## config.mk

```make
export PLATFORM = sky130hd
export DESIGN_NAME = risc16_prog_loader_flat
export DESIGN_NICKNAME = d
export VERILOG_FILES = /design/src/rtl/risc16_prog_loader_pkg.sv /design/src/rtl/risc16_prog_loader_if.sv /design/src/rtl/risc16_prog_loader.sv /design/src/flat_wrapper.sv
export SDC_FILE = /design/constraint.sdc
export NUM_CORES = 1
export LEC_CHECK = 0
export BUFFER_PORTS_ARGS = -buffer_cell sky130_fd_sc_hd__buf_2
export CORE_ASPECT_RATIO = 1.4
export CORE_UTILIZATION = 60
export DETAILED_ROUTE_END_ITERATION = 7
export GPL_TIMING_DRIVEN = 0
export HOLD_SLACK_MARGIN = 0.03
export PLACE_DENSITY = 0.81
export SLEW_MARGIN = 20
export SYNTH_ARGS = -nofsm -noshare
export SYNTH_HDL_FRONTEND = slang
export SYNTH_SLANG_ARGS = --single-unit
```

## constraint.sdc

```tcl
create_clock -name clk -period 4.8 [get_ports clk]
set_input_delay 0.96 -clock clk [delete_from_list [all_inputs] [get_ports clk]]
set_output_delay 0.96 -clock clk [all_outputs]
set_load 0.03 [all_outputs]
```

## src/rtl/risc16_prog_loader_pkg.sv

```systemverilog
// Shared definitions for the RiSC16 program loader: FSM encoding and stream header layout.
package risc16_prog_loader_pkg;

  typedef enum logic [3:0] {
    IDLE    = 4'd0,
    HDR_HI  = 4'd1,
    HDR_LO  = 4'd2,
    DATA_HI = 4'd3,
    DATA_LO = 4'd4,
    WRITE   = 4'd5,
    RELEASE = 4'd6,
    DONE    = 4'd7,
    ERROR   = 4'd8
  } state_e;

  localparam int HDR_BYTES = 2;
  localparam int HDR_BITS  = 8 * HDR_BYTES;

  // A load is legal only if it carries at least one word and fits in program memory.
  function automatic logic hdr_ok(input logic [HDR_BITS-1:0] n, input int unsigned size);
    return (n != '0) && (32'(n) <= size);
  endfunction

endpackage

```

## src/rtl/risc16_prog_loader_if.sv

```systemverilog
// Byte-stream input and program-memory write port between a host and the loader.
interface risc16_prog_loader_if #(
  parameter int WORD_LENGTH = 16
);
  logic                   start;
  logic [7:0]             byte_in;
  logic                   byte_valid;
  logic                   byte_ready;
  logic                   pen;
  logic [WORD_LENGTH-1:0] addr;
  logic [WORD_LENGTH-1:0] instr;
  logic                   sys_rst;
  logic                   busy;
  logic                   done;
  logic                   error;

  modport master (
    output start, byte_in, byte_valid,
    input  byte_ready, pen, addr, instr, sys_rst, busy, done, error
  );

  modport slave (
    input  start, byte_in, byte_valid,
    output byte_ready, pen, addr, instr, sys_rst, busy, done, error
  );
endinterface

```

## src/rtl/risc16_prog_loader.sv

```systemverilog
// Loads a length-prefixed big-endian word stream into RiSC16 program memory,
// holding the system in reset until the load completes.
//
// state   | meaning
// IDLE    | after reset; system running, waiting for start
// HDR_HI  | waiting for word-count high byte
// HDR_LO  | waiting for word-count low byte, then range check
// DATA_HI | waiting for instruction high byte
// DATA_LO | waiting for instruction low byte
// WRITE   | one-cycle program-memory write of addr/instr
// RELEASE | pen low, system still in reset for RST_CYCLES cycles
// DONE    | load complete; system released
// ERROR   | header rejected; system held in reset
module risc16_prog_loader
  import risc16_prog_loader_pkg::*;
#(
  parameter int WORD_LENGTH  = 16,
  parameter int PROGRAM_SIZE = 20,
  parameter int RST_CYCLES   = 2
) (
  input  logic                 clk,
  input  logic                 rst,
  risc16_prog_loader_if.slave  bus
);

  localparam int unsigned      PSIZE    = PROGRAM_SIZE;
  localparam logic [15:0]      REL_LOAD = 16'(RST_CYCLES - 1);

  state_e                 state_q;
  logic [7:0]             hdr_hi_q;
  logic [7:0]             data_hi_q;
  logic [HDR_BITS-1:0]    words_q;
  logic [WORD_LENGTH-1:0] idx_q;
  logic [15:0]            rel_q;
  logic                   pen_q;
  logic [WORD_LENGTH-1:0] addr_q;
  logic [WORD_LENGTH-1:0] instr_q;
  logic                   sys_rst_q;
  logic                   busy_q;
  logic                   done_q;
  logic                   error_q;
  logic                   byte_ready_q;

  logic                   xfer;
  logic [HDR_BITS-1:0]    hdr_n;

  assign xfer  = bus.byte_valid && byte_ready_q;
  assign hdr_n = {hdr_hi_q, bus.byte_in};

  always_ff @(posedge clk) begin
    if (rst) begin
      state_q      <= IDLE;
      hdr_hi_q     <= '0;
      data_hi_q    <= '0;
      words_q      <= '0;
      idx_q        <= '0;
      rel_q        <= '0;
      pen_q        <= 1'b0;
      addr_q       <= '0;
      instr_q      <= '0;
      sys_rst_q    <= 1'b1;
      busy_q       <= 1'b0;
      done_q       <= 1'b0;
      error_q      <= 1'b0;
      byte_ready_q <= 1'b0;
    end else begin
      case (state_q)
        IDLE, DONE, ERROR: begin
          if (state_q == IDLE) sys_rst_q <= 1'b0;
          if (bus.start) begin
            state_q      <= HDR_HI;
            addr_q       <= '0;
            idx_q        <= '0;
            sys_rst_q    <= 1'b1;
            pen_q        <= 1'b0;
            done_q       <= 1'b0;
            error_q      <= 1'b0;
            busy_q       <= 1'b1;
            byte_ready_q <= 1'b1;
          end
        end
        HDR_HI: begin
          if (xfer) begin
            hdr_hi_q <= bus.byte_in;
            state_q  <= HDR_LO;
          end
        end
        HDR_LO: begin
          if (xfer) begin
            if (hdr_ok(hdr_n, PSIZE)) begin
              words_q <= hdr_n;
              pen_q   <= 1'b1;
              state_q <= DATA_HI;
            end else begin
              error_q      <= 1'b1;
              busy_q       <= 1'b0;
              byte_ready_q <= 1'b0;
              state_q      <= ERROR;
            end
          end
        end
        DATA_HI: begin
          if (xfer) begin
            data_hi_q <= bus.byte_in;
            state_q   <= DATA_LO;
          end
        end
        DATA_LO: begin
          if (xfer) begin
            // addr follows the word index but only moves together with instr
            instr_q      <= WORD_LENGTH'({data_hi_q, bus.byte_in});
            addr_q       <= idx_q;
            byte_ready_q <= 1'b0;
            state_q      <= WRITE;
          end
        end
        WRITE: begin
          if (words_q == HDR_BITS'(1)) begin
            pen_q   <= 1'b0;
            rel_q   <= REL_LOAD;
            state_q <= RELEASE;
          end else begin
            words_q      <= words_q - HDR_BITS'(1);
            idx_q        <= idx_q + WORD_LENGTH'(1);
            byte_ready_q <= 1'b1;
            state_q      <= DATA_HI;
          end
        end
        RELEASE: begin
          if (rel_q == '0) begin
            sys_rst_q <= 1'b0;
            done_q    <= 1'b1;
            busy_q    <= 1'b0;
            state_q   <= DONE;
          end else begin
            rel_q <= rel_q - 16'd1;
          end
        end
        default: state_q <= IDLE;
      endcase
    end
  end

  assign bus.byte_ready = byte_ready_q;
  assign bus.pen        = pen_q;
  assign bus.addr       = addr_q;
  assign bus.instr      = instr_q;
  assign bus.sys_rst    = sys_rst_q;
  assign bus.busy       = busy_q;
  assign bus.done       = done_q;
  assign bus.error      = error_q;

endmodule

```

## src/flat_wrapper.sv

```systemverilog
// flat-port wrapper written by rule: the top's interface ports become plain ports
module risc16_prog_loader_flat import risc16_prog_loader_pkg::*;
#(
  parameter int WORD_LENGTH  = 16,
  parameter int PROGRAM_SIZE = 20,
  parameter int RST_CYCLES   = 2
)
  (clk, rst, bus_start, bus_byte_in, bus_byte_valid, bus_byte_ready, bus_pen, bus_addr, bus_instr, bus_sys_rst, bus_busy, bus_done, bus_error);
  risc16_prog_loader_if #(.WORD_LENGTH(WORD_LENGTH)) bus_i ();
  input  logic clk;
  input  logic rst;
  input wire logic [$bits(bus_i.start)-1:0] bus_start;
  input wire logic [$bits(bus_i.byte_in)-1:0] bus_byte_in;
  input wire logic [$bits(bus_i.byte_valid)-1:0] bus_byte_valid;
  output wire logic [$bits(bus_i.byte_ready)-1:0] bus_byte_ready;
  output wire logic [$bits(bus_i.pen)-1:0] bus_pen;
  output wire logic [$bits(bus_i.addr)-1:0] bus_addr;
  output wire logic [$bits(bus_i.instr)-1:0] bus_instr;
  output wire logic [$bits(bus_i.sys_rst)-1:0] bus_sys_rst;
  output wire logic [$bits(bus_i.busy)-1:0] bus_busy;
  output wire logic [$bits(bus_i.done)-1:0] bus_done;
  output wire logic [$bits(bus_i.error)-1:0] bus_error;
  assign bus_i.start = bus_start;
  assign bus_i.byte_in = bus_byte_in;
  assign bus_i.byte_valid = bus_byte_valid;
  assign bus_byte_ready = bus_i.byte_ready;
  assign bus_pen = bus_i.pen;
  assign bus_addr = bus_i.addr;
  assign bus_instr = bus_i.instr;
  assign bus_sys_rst = bus_i.sys_rst;
  assign bus_busy = bus_i.busy;
  assign bus_done = bus_i.done;
  assign bus_error = bus_i.error;
  risc16_prog_loader #(.WORD_LENGTH(WORD_LENGTH), .PROGRAM_SIZE(PROGRAM_SIZE), .RST_CYCLES(RST_CYCLES)) u_core (.clk(clk), .rst(rst), .bus(bus_i));
endmodule
```

# [Yosys cells after proc, flatten, opt, wreduce, memory -nomap -nowiden]
# Cells that the tools add are included.
[totals] register_bits=106 latchBits=0 mem_bits_rw=0 rom_bits=0 input_bits=12 out_inout_bits=38 elab_cells=110 n_memories=0
[classes] addsub=3 mul=0 div_mod_pow=0 n_lt_le_gt_ge=1 n_eq_ne=21 shifts=0 muxes=42 n_bitwise=0 n_reduce_logical=29
[ops] cell="2-to-1 mux 16 bit" count=8
[ops] cell="case mux 16 bit (2 select lines)" count=4
[ops] cell="subtractor 16 x 1 -> 16 bit (second input constant)" count=2
[ops] cell="2-to-1 mux 4 bit" count=7
[ops] cell="case mux 4 bit (7 select lines)" count=1
[ops] cell="adder 16 x 1 -> 16 bit (second input constant)" count=1
[ops] cell="equality test 16 x 1 -> 1 bit (second input constant)" count=1
[ops] cell="equality test 4 x 3 -> 1 bit (second input constant)" count=4
[ops] cell="less-or-equal comparator 16 x 5 -> 1 bit (second input constant)" count=1
[ops] cell="zero test 16 bit" count=1
[ops] cell="nonzero test 16 bit" count=1
[ops] cell="2-to-1 mux 1 bit" count=15
[ops] cell="AND reduction 3 bit" count=5
[ops] cell="inequality test 2 x 1 -> 1 bit (second input constant)" count=7
[ops] cell="AND reduction 6 bit" count=2
[ops] cell="nonzero test 2 bit" count=6
[ops] cell="AND reduction 5 bit" count=2
[ops] cell="equality test 4 x 2 -> 1 bit (second input constant)" count=2
[ops] cell="inequality test 2 bit (second input constant)" count=4
[ops] cell="AND reduction 4 bit" count=2
[ops] cell="case mux 1 bit (2 select lines)" count=3
[ops] cell="case mux 1 bit (3 select lines)" count=2
[ops] cell="AND reduction 2 bit" count=3
[ops] cell="nonzero test 3 bit" count=2
[ops] cell="other kinds (9)" count=10

# [Longest topological paths before layout]
# Gate-level depths: netlist of run 1.
[logic_depth] depth_word=5 mapped_depth=9 ltp_nobuf=8

# [Worst setup path before layout of run 1]
# OpenSTA, ideal clock, no wires.
[synth_path] path_kind="input port to flip-flop" start="input port bus_byte_in[0]" end="register u_core.words_q[4]" setup_time_ns=0.070 arrival_time_ns=2.530 t_required_ns=4.730 path_slack_ns=2.200 path_stages=7 n_path_buf=1 cell_sequence="or4_1 -> o211ai_1 -> nor2_1 -> a21oi_1 -> buf_2 -> o21ai_0 -> a21oi_1"
[synth_between] elab_chain_cells=4 elab_cells_between_ends=5 classes_between="1 x order compare; 1 x eq/ne; 3 x reduce/logical"
[synth_rtl] item="from (decl)" line="flat_wrapper.sv:13" text="input wire logic [$bits(bus_i.byte_in)-1:0] bus_byte_in;"
[synth_rtl] item="less-or-equal comparator 16 x 5 -> 1 bit or nonzero test 16 bit (tied branches)" line="risc16_prog_loader_pkg.sv:21" text="return (n != '0) && (32'(n) <= size);"
[synth_rtl] item="logical AND 1 bit (*)" line="risc16_prog_loader_pkg.sv:21"
[synth_rtl] item="inequality test 2 x 1 -> 1 bit (no line) (*)"
[synth_rtl] item="AND reduction 4 bit (no line) (*)"
[synth_rtl] item="to (signal assigned)" line="risc16_prog_loader.sv:91" text="words_q <= hdr_n;"
[synth_rtl] item="to (signal assigned)" line="risc16_prog_loader.sv:123" text="words_q <= words_q - HDR_BITS'(1);"
[synth_rtl] item="to (decl)" line="risc16_prog_loader.sv:32" text="logic [HDR_BITS-1:0] words_q;"
# Every way passes the cells marked *; elsewhere a longest branch is shown, timed or not.
# A chain may end at the register's enable or synchronous reset.

# [Final worst setup path of run 1]
[layout_path] start="register u_core.state_q[1]" end="register u_core.addr_q[10], in the netlist u_core.bus.addr[10]"
[layout_between] elab_chain_cells=4 elab_cells_between_ends=10 classes_between="5 x eq/ne; 1 x mux; 4 x reduce/logical"
[layout_rtl] item="from (decl)" line="risc16_prog_loader.sv:29" text="state_e state_q;"
[layout_rtl] item="from (signal assigned)" line="risc16_prog_loader.sv:52" text="state_q <= IDLE;"
[layout_rtl] item="from (signal assigned)" line="risc16_prog_loader.sv:71" text="state_q <= HDR_HI;"
[layout_rtl] item="from (signal assigned)" line="risc16_prog_loader.sv:85" text="state_q <= HDR_LO;"
[layout_rtl] item="equality test 4 x 3 -> 1 bit, or another cell as far along" line="risc16_prog_loader.sv:67" text="case (state_q)"
[layout_rtl] item="OR reduction 3 bit" line="risc16_prog_loader.sv:67"
[layout_rtl] item="inequality test 2 bit (no line) or nonzero test 2 bit (tied branches)"
[layout_rtl] item="AND reduction 3 bit (no line)"
[layout_rtl] item="to (signal assigned)" line="risc16_prog_loader.sv:112" text="addr_q <= idx_q;"
[layout_rtl] item="to (decl)" line="risc16_prog_loader.sv:36" text="logic [WORD_LENGTH-1:0] addr_q;"
# Parallel ways exist; a longest one is shown, timed or not.

==> results of run 1 <==
==> critical path, delay by kind of cell (launching register included) <==
family          cells  cell delay (ps)
buf+inv             2              610
flops               1              300
simple gates        5             1900
compound gates      1              170
==> metal layers <==
metal	up-vias	global-route usage, %
li1	2361	-
met1	2292	36.3
met2	135	52.8
met3	32	6.36
met4	0	13.6
met5	-	0
==> worst max-delay path by stage <==
stage | from | end | slack, ps | cells past startpoint
finish | u_core.state_q[1] | u_core.bus.addr[10] | 1740 | 8
global route | u_core.state_q[1] | u_core.bus.addr[6] | 1530 | 8
CTS | u_core.state_q[1] | u_core.rel_q[14] | 1840 | 9
detailed placement | bus_byte_in[0] | u_core.words_q[4] | 1590 | 8
global placement | bus_byte_valid | u_core.bus.addr[6] | 1600 | 7
floorplan | bus_byte_in[0] | u_core.words_q[4] | 2200 | 7
==> layout by cell type (no fill, tap or decap), types with 5 or more instances in the layout <==
cell | synthesis | final
mux2i_1 | 16 | 16
nand2_1 | 85 | 85
buf_2 | 2 | 50
o21ai_1 | 5 | 5
o211ai_1 | 5 | 5
inv_1 | 14 | 14
nand3_1 | 30 | 30
nor2_1 | 79 | 79
ha_1 | 5 | 5
nor3_1 | 15 | 14
or3_1 | 9 | 9
o21ai_0 | 20 | 20
nand2b_1 | 7 | 7
clkbuf_1 | 30 | 30
o21a_1 | 5 | 5
a2111oi_0 | 7 | 7
nor4_1 | 17 | 16
a211oi_1 | 7 | 7
dfxtp_1 | 106 | 106
a21oi_1 | 68 | 68
xnor2_1 | 25 | 25
clkbuf_16 | 0 | 9
==> stage by stage <==
stage	instance area [um^2]	hold WS, ps
finish	5730	448
floorplan	5040	431
global placement	5410	435
CTS	5720	450
detailed placement	5420	440
global route	5730	469
==> synthesized netlist by cell type (all sizes together) (3+ instances only) <==
cell,number
a2111oi,7
a211oi,7
a21oi,68
a311oi,3
a31oi,4
and3,3
buf,7
clkbuf,30
dfxtp,106
ha,5
inv,14
mux2i,16
nand2,85
nand2b,7
nand3,30
nand3b,3
nor2,79
nor3,15
nor4,19
nor4b,5
o211ai,5
o21a,5
o21ai,25
o31ai,3
o41ai,4
or2,6
or3,9
or4,6
xnor2,25
==> registers in the layout (all words and copies together), names as in the netlist <==
signal                 flops
u_core.idx_q              16
u_core.rel_q              16
u_core.hdr_hi_q            8
u_core.bus.error           1
u_core.bus.byte_ready      1
u_core.bus.pen             1
u_core.state_q             4
u_core.data_hi_q           8
u_core.bus.busy            1
u_core.bus.instr          16
u_core.words_q            16
u_core.bus.addr           16
u_core.bus.done            1
u_core.bus.sys_rst         1
==> cell type report <==
| class | count | area [um^2] | area share, % |
|---|---|---|---|
| well taps | 102 | 128 | 2.23 |
| flip-flops and latches | 106 | 2120 | 37.1 |
| inverters | 14 | 52.6 | 0.918 |
| repair buffers | 48 | 240 | 4.19 |
| plain buffers | 37 | 164 | 2.86 |
| clock buffers | 9 | 225 | 3.93 |
| multi-input cells | 471 | 2720 | 47.6 |
| clock inverters | 7 | 71.3 | 1.25 |
==> power by group through the flow <==
| stage | Sequential [mW] | Clock, mW | Combinational [mW] |
|---|---|---|---|
| floorplan | 0.924 | 0 | 0.0934 |
| finish | 0.897 | 0.735 | 0.150 |
| CTS | 0.897 | 0.740 | 0.148 |
| global route | 0.898 | 0.777 | 0.164 |
| detailed placement | 0.918 | 0 | 0.147 |
| global placement | 0.918 | 0 | 0.145 |
==> logic make-up after synthesis <==
group	count (synthesis)	synth area share, %
xor+xnor	27	4.69
buf+inv	51	4.29
simple gates	278	26.6
compound gates	145	17.9
flops	106	42.1
mux	16	3.18
fa+ha+maj	5	1.24
==> flow_metrics.tcl, run 1 <==
set metrics [dict create \
    design_power_total_mw 1.78 \
    firstDrtPassIters 5 \
    period_minus_slack_ps 3060 \
    post-dp-hpwl_um 9280 \
    die_area_um2 8780 \
    ys_seq_elements 106 \
    synthesis.nets 645 \
    coreArea_um2 8150 \
    grtUsageTotal_pct 30.9 \
    layout-drive-gt1-share_pct 12.0 \
    fin_util_pct 70.3 \
    numCtsBuffers 9 \
    initial_utilization_pct 61.9 \
    diodes 0 \
    dr.first_iter.drc_count 319 \
    share_comb_of_total_power_pct 8.4 \
    fin_crit_sh_pct 63.8 \
    swShare_pct 27.1 \
    tns_ps 0 \
    hold_depth 2 \
    die_w_um 79.5 \
    cts.sinks 106 \
    vias 4820 \
    timing.rr.start "u_core.state_q[1]" \
    synth_ff_type "dfxtp_1" \
    clkPwrFrac_pct 41.2 \
    cellPowerDensity_nw_per_um2 311 \
    end_kind "flop" \
    status "completed" \
    ys_warn_count 0 \
    cts_resized 0 \
    slowest_stage "nor3_1" \
    area_delta_synth_final_pct 13.6 \
    routedWlPerCell_um 16.3 \
    postSynthAreaPerCell_um2 8.03 \
    finalWirelength_um 12900 \
    reg2reg_depth 8 \
    max_slew_margin_pct 32.3 \
    clock_skew_ps 6.82 \
    synthCells 628 \
    cts_tree "yes" \
    grt_start_max_net_pins 21 \
    routed.top_layer "met4" \
    layout_setup_ws_ps 1740 \
    instances_no_fill 794 \
    rr_endpoint "u_core.bus.addr[10]" \
    route.met3.wl_um 539 \
    port_buffers 48 \
    setup_viol 0 \
    finalHoldViolCount 0 \
    slew_viol_final 0 \
    place_inst 778 \
    wl_met2_um 6730 \
    p_sw_mw 0.483 \
    routabilityCongestion 0.964 \
    whs_endpoint "u_core.bus.addr[13]" \
    dp_slack_ps 1590 \
    ios 50 \
    yosysTopAreaCell "dfxtp_1" \
    r2r_slack_ps 1740 \
    worst_pin_slew_ps 1010 \
    synth.area.top_cells "dfxtp_1, a21oi_1, nand2_1" \
    vdd_ir_drop_max_uv 235 \
    drt.antenna.violating_nets 0 \
    clockBufferDepth 2 \
    arrival_ps 3340 \
    cts_setup_buffers 0 \
    slowest_delay_ps 760 \
    m1WireLength_um 5290 \
    hold_path.startpoint "u_core.bus.addr[13]" \
    cts_hold_buffers 0 \
    maxCapViolations 0 \
    cp_data_required_time_ps 5080 \
    fillCellCount 665 \
    cp_max_fo 10 \
    synthesis.area_um2 5040 \
    synth.distinct_cells 58 \
    drc 0 \
    synthArstFlopShare_pct 0 \
    start_kind "flop" \
    seqPwrFrac_pct 50.3 \
    hp-class "flop to flop" \
    overflow 0 \
    clk_pin_slew_ps 80 \
    avgViaCountPerCell 6.07 \
    rsz0062_at_grt "false" \
    grt_pass1_wl_um 21400 \
    p_leak_nw 2.04 \
    fmax_mhz 327 \
    antenna_found_initial 0 \
    synth_enable_flop_cells 0 \
    die_y_um 110 \
    synth_top_area_share_pct 42.1 \
    p_int_mw 1.30 \
    crit_type "flop to flop" \
    htreeDepth 3 \
    path_cells "clkbuf_1, nand2b_1, nor3_1, nand2_1, nand2_1, clkbuf_1, nand3_1, a21oi_1" \
    num_rows 39 \
    grt_pass1_vias 4526 \
    clock_latency_ps 360 \
    fin_nets 704 \
    ys_seq_area_share_pct 42.1 \
    root_buffer "clkbuf_16" \
]
Note: power is estimated with default switching activity, not from simulation.
==> run 2, diff against run 1 <==
--- a/config.mk
+++ b/config.mk
@@ -7,11 +7,11 @@
 export LEC_CHECK = 0
 export BUFFER_PORTS_ARGS = -buffer_cell sky130_fd_sc_hd__buf_2
 export CORE_ASPECT_RATIO = 1.4
-export CORE_UTILIZATION = 60
+export CORE_UTILIZATION = 53
 export DETAILED_ROUTE_END_ITERATION = 7
 export GPL_TIMING_DRIVEN = 0
 export HOLD_SLACK_MARGIN = 0.03
-export PLACE_DENSITY = 0.81
+export PLACE_DENSITY = 0.76
 export SLEW_MARGIN = 20
 export SYNTH_ARGS = -nofsm -noshare
 export SYNTH_HDL_FRONTEND = slang
==> constraint.sdc (replaced) <==
create_clock -name clk -period 2.78 [get_ports clk]
set_input_delay 0.556 -clock clk [delete_from_list [all_inputs] [get_ports clk]]
set_output_delay 0.556 -clock clk [all_outputs]
set_load 0.03 [all_outputs]
==> flow_metrics.tcl, run 2 (same netlist as run 1, synthesis figures left out) <==
set metrics [dict create \
    status "complete, but fails checks" \
    violations "design-rule violations" \
    routabilityCongestion 0.929 \
    port_buffers 48 \
    finalHoldViolCount 0 \
    maxCapViolations 0 \
    max_slew_margin_pct 43.9 \
    dp_slack_ps -124 \
    initial_utilization_pct 55.2 \
    grt_pass1_wl_um 21300 \
    routed.top_layer "met4" \
    ios 50 \
    worst_pin_slew_ps 835 \
    diodes 0 \
    avgViaCountPerCell 6.00 \
    htreeDepth 3 \
    clockBufferDepth 2 \
    period_minus_slack_ps 2660 \
    crit_type "flop to flop" \
    layout-drive-gt1-share_pct 13.3 \
    root_buffer "clkbuf_16" \
    fmax_mhz 376 \
    hp-class "flop to flop" \
    routedWlPerCell_um 16.1 \
    cellPowerDensity_nw_per_um2 528 \
    firstDrtPassIters 7 \
    cts.sinks 106 \
    grt_pass1_vias 4438 \
    layout_setup_ws_ps 121 \
    num_rows 41 \
    m1WireLength_um 5260 \
    antenna_found_initial 0 \
    rsz0062_at_grt "false" \
    post-dp-hpwl_um 9310 \
    setup_viol 0 \
    die_y_um 117 \
    drt.antenna.violating_nets 0 \
    clock_skew_ps 8.24 \
    route.met3.wl_um 733 \
    end_kind "flop" \
    p_leak_nw 2.04 \
    overflow 0 \
    final_cell_mix "dfxtp_1, nand2_1, nor2_1" \
    finalWirelength_um 12900 \
    cts_hold_buffers 0 \
    coreArea_um2 9130 \
    grtUsageTotal_pct 26.6 \
    die_w_um 84.4 \
    grt_start_max_net_pins 20 \
    die_area_um2 9910 \
    whs_ps 449 \
    vias 4792 \
    cts_setup_buffers 0 \
    area_delta_synth_final_pct 14.3 \
    dr.first_iter.drc_count 429 \
    cts_tree "yes" \
    clock_latency_ps 350 \
    numCtsBuffers 9 \
    drc 6 \
    final_common_cell "dfxtp_1" \
    fin_crit_sh_pct 95.6 \
    slew_viol_final 0 \
    start_kind "flop" \
    arrival_ps 2930 \
    clk_pin_slew_ps 70 \
    fin_nets 704 \
    vdd_ir_drop_max_uv 325 \
    wl_met2_um 6550 \
    cp_max_fo 10 \
    cp_data_required_time_ps 3060 \
]
run 2: changes by cell type in the layout (fill, tap and decap cells not counted), moves of 2 or more:
cell        previous run  this run
clkinvlp_4             1         3
clkbuf_1              30        26
nor3_1                14        11
nor3_2                 1         3
inv_8                  3         1
clkbuf_2               0         4
run 2: repair_timing:
action,4_1_cts,5_1_grt
endpoints found under the setup margin,27,31
resized for setup,4,9
cloned,0,0
pin swaps,0,1
run 2: metrics by stage:
stage | setup TNS (ps) | power, mW | util, % | instance area (um^2) | std cells
2_1_floorplan | 0 | 1.76 | - | 5040 | 628
4_1_cts | 0 | 3.05 | 62.8 | 5730 | 799
6_report | 0 | 3.04 | 63.1 | 5760 | 799
5_1_grt | 0 | 3.16 | 63.1 | 5760 | 799
3_5_place_dp | -2350 | 1.84 | 59.4 | 5430 | 783
3_3_place_gp | -825 | 1.83 | 59.3 | 5420 | 783
run 2: power breakdown:
| part | leakage [nW] | switching, mW | internal, mW | total [mW] |
|---|---|---|---|---|
| Combinational | 1.05 | 0.185 | 0.0774 | 0.263 |
| Clock | 0.133 | 0.607 | 0.623 | 1.23 |
| Sequential | 0.855 | 0.0167 | 1.53 | 1.55 |
run 2: final timing paths:
| path | endpoint | start | slack, ps | depth (start not counted) |
|---|---|---|---|---|
| worst max-delay path | u_core.words_q[4] | u_core.words_q[5] | 120 | 8 |
| worst min-delay path | u_core.bus.addr[12] | u_core.bus.addr[12] | 450 | 2 |
| worst max register to register | u_core.words_q[4] | u_core.words_q[5] | 120 | 8 |
| worst min register to register | u_core.bus.addr[12] | u_core.bus.addr[12] | 450 | 2 |
run 2: area by class of cell:
cell class | count | area (um^2)
Inverter | 14 | 52.6
Clock buffer | 9 | 225
Sequential cell | 106 | 2120
Clock inverter | 7 | 63.8
Buffer | 37 | 169
Tap cell | 107 | 134
Timing Repair Buffer | 48 | 240
Fill cell | 833 | 3370
Multi-Input combinational cell | 471 | 2760
run 2: worst max-delay path, stage by stage, from the launching register on:
cell	delay (ps)
dfxtp_1	380
or4_4	560
or2_1	230
buf_6	140
o31a_1	330
a21oi_2	380
buf_2	310
o21ai_0	130
a21oi_1	130
run 2: per-layer routing:
metal | global-route usage, % | vias to the layer above
met2 | 46.0 | 155
met4 | 10.8 | 0
met1 | 32.2 | 2260
met3 | 5.00 | 30
met5 | 0 | -
li1 | - | 2347
==> run 3, diff against run 2 <==
--- a/config.mk
+++ b/config.mk
@@ -9,9 +9,10 @@
 export CORE_ASPECT_RATIO = 1.4
 export CORE_UTILIZATION = 53
 export DETAILED_ROUTE_END_ITERATION = 7
+export GPL_ROUTABILITY_DRIVEN = 1
 export GPL_TIMING_DRIVEN = 0
 export HOLD_SLACK_MARGIN = 0.03
-export PLACE_DENSITY = 0.76
+export PLACE_DENSITY = 0.85
 export SLEW_MARGIN = 20
 export SYNTH_ARGS = -nofsm -noshare
 export SYNTH_HDL_FRONTEND = slang
==> flow_metrics.tcl, run 3 (same netlist as run 1, synthesis figures left out) <==
set metrics [dict create \
    grtUsageTotal_pct 27.2 \
    swShare_pct 26.0 \
    vdd_ir_drop_max_uv 471 \
    cts.sinks 106 \
    ios 50 \
    crit_cells 9 \
    p_int_mw 2.25 \
    drt.antenna.violating_nets 0 \
    finalHoldViolCount 0 \
    whs_ps 452 \
    max_slew_margin_pct 41.7 \
    final_cell_mix "dfxtp_1, nand2_1, nor2_1" \
    cts_tree "yes" \
    die_y_um 117 \
    htreeDepth 3 \
    numCtsBuffers 9 \
    post-dp-hpwl_um 9130 \
    share_comb_of_total_power_pct 8.7 \
    hold_path.startpoint "u_core.bus.addr[2]" \
    cellPowerDensity_nw_per_um2 526 \
    arrival_ps 2900 \
    die_area_um2 9910 \
    design_power_total_mw 3.04 \
    drc 8 \
    clock_latency_ps 360 \
    grt_start_max_net_pins 19 \
    place_inst 784 \
    clockBufferDepth 2 \
    initial_utilization_pct 55.2 \
    firstDrtPassIters 7 \
    timing.rr.start "u_core.words_q[5]" \
    port_buffers 48 \
    fin_util_pct 63.3 \
    cts_setup_buffers 0 \
    slowest_delay_ps 580 \
    die_w_um 84.4 \
    seqPwrFrac_pct 50.9 \
    grt_pass1_vias 4716 \
    maxCapViolations 0 \
    area_delta_synth_final_pct 14.7 \
    fmax_mhz 376 \
    crit_type "flop to flop" \
    instances_no_fill 800 \
    tns_ps 0 \
    setup_viol 0 \
    slowest_stage "or4_4" \
    overflow 0 \
    hp-class "flop to flop" \
    p_leak_nw 2.05 \
    routedWlPerCell_um 16.2 \
    root_buffer "clkbuf_16" \
    violations "design-rule violations" \
    diodes 0 \
    critical_path.startpoint "u_core.words_q[5]" \
    path_buf_inv 3 \
    num_rows 41 \
    fin_nets 705 \
    slew_viol_final 0 \
    grt_pass1_wl_um 21800 \
    path_delay_family "simple AND/OR/NAND/NOR gates" \
    reg2reg_depth 9 \
    finalWirelength_um 13000 \
    clk_pin_slew_ps 70 \
    period_minus_slack_ps 2660 \
    hold_depth 2 \
    coreArea_um2 9130 \
    clock_skew_ps 9.68 \
    vias 4834 \
    status "complete, but fails checks" \
    start_kind "flop" \
    worst_pin_slew_ps 867 \
    path_cells "or4_4, or2_1, buf_6, o31a_1, buf_6, buf_6, nor4_1, xnor2_1, nor2_1" \
    cp_common_cell "buf_6" \
    avgViaCountPerCell 6.04 \
    cp_data_required_time_ps 3020 \
    antenna_found_initial 0 \
    fin_crit_sh_pct 95.6 \
    cp_max_fo 10 \
    layout-drive-gt1-share_pct 13.7 \
    end_kind "flop" \
    clkPwrFrac_pct 40.4 \
    dr.first_iter.drc_count 457 \
    final_common_cell "dfxtp_1" \
    p_sw_mw 0.791 \
    routabilityCongestion 0.904 \
]
[run 3: final cells by class]
type	instances	area [um^2]
well taps	107	134
fillers	800	3350
repair buffers	49	248
clock inverters	6	48.8
multi-input cells	471	2770
clock buffers	10	239
flip-flops and latches	106	2120
inverters	14	52.6
plain buffers	37	171
[run 3: power by group through the flow]
stage | Sequential, mW | Clock (mW) | Combinational [mW]
floorplan | 1.59 | 0 | 0.161
detailed placement | 1.58 | 0 | 0.252
CTS | 1.55 | 1.24 | 0.255
global route | 1.55 | 1.30 | 0.287
finish | 1.55 | 1.23 | 0.264
global placement | 1.58 | 0 | 0.244
[run 3: routing by layer]
| metal | wire, um | track usage, % |
|---|---|---|
| met1 | 5410 | 32.5 |
| met2 | 6370 | 45.9 |
| met3 | 793 | 4.01 |
| met4 | 386 | 16.3 |
| met5 | 0 | 0 |
[run 3: path summary, 6_finish.rpt]
kind,endpoint,slack (ps)
hold reg to reg,u_core.bus.addr[2],450
setup / recovery,u_core.rel_q[12],120
setup reg to reg,u_core.rel_q[12],120
hold / removal,u_core.bus.addr[2],450
[run 3: stage by stage]
step | worst slack, ps | area (um^2)
detailed placement | -135 | 5440
finish | 123 | 5780
global placement | -131 | 5420
global route | -3.01 | 5780
floorplan | 345 | 5040
CTS | 1.67 | 5750
[run 3: worst reg2reg max path: cells and delay by family, from the launching register on]
family,cells,cell delay [ps]
xor+xnor,1,160
flops,1,380
compound gates,1,330
simple gates,4,1240
buf+inv,3,450
[run 3: timing repair]
action,CTS,global route
setup endpoints to repair,24,43
gates resized for setup,4,13
pin swaps,0,1
hold buffers,0,0
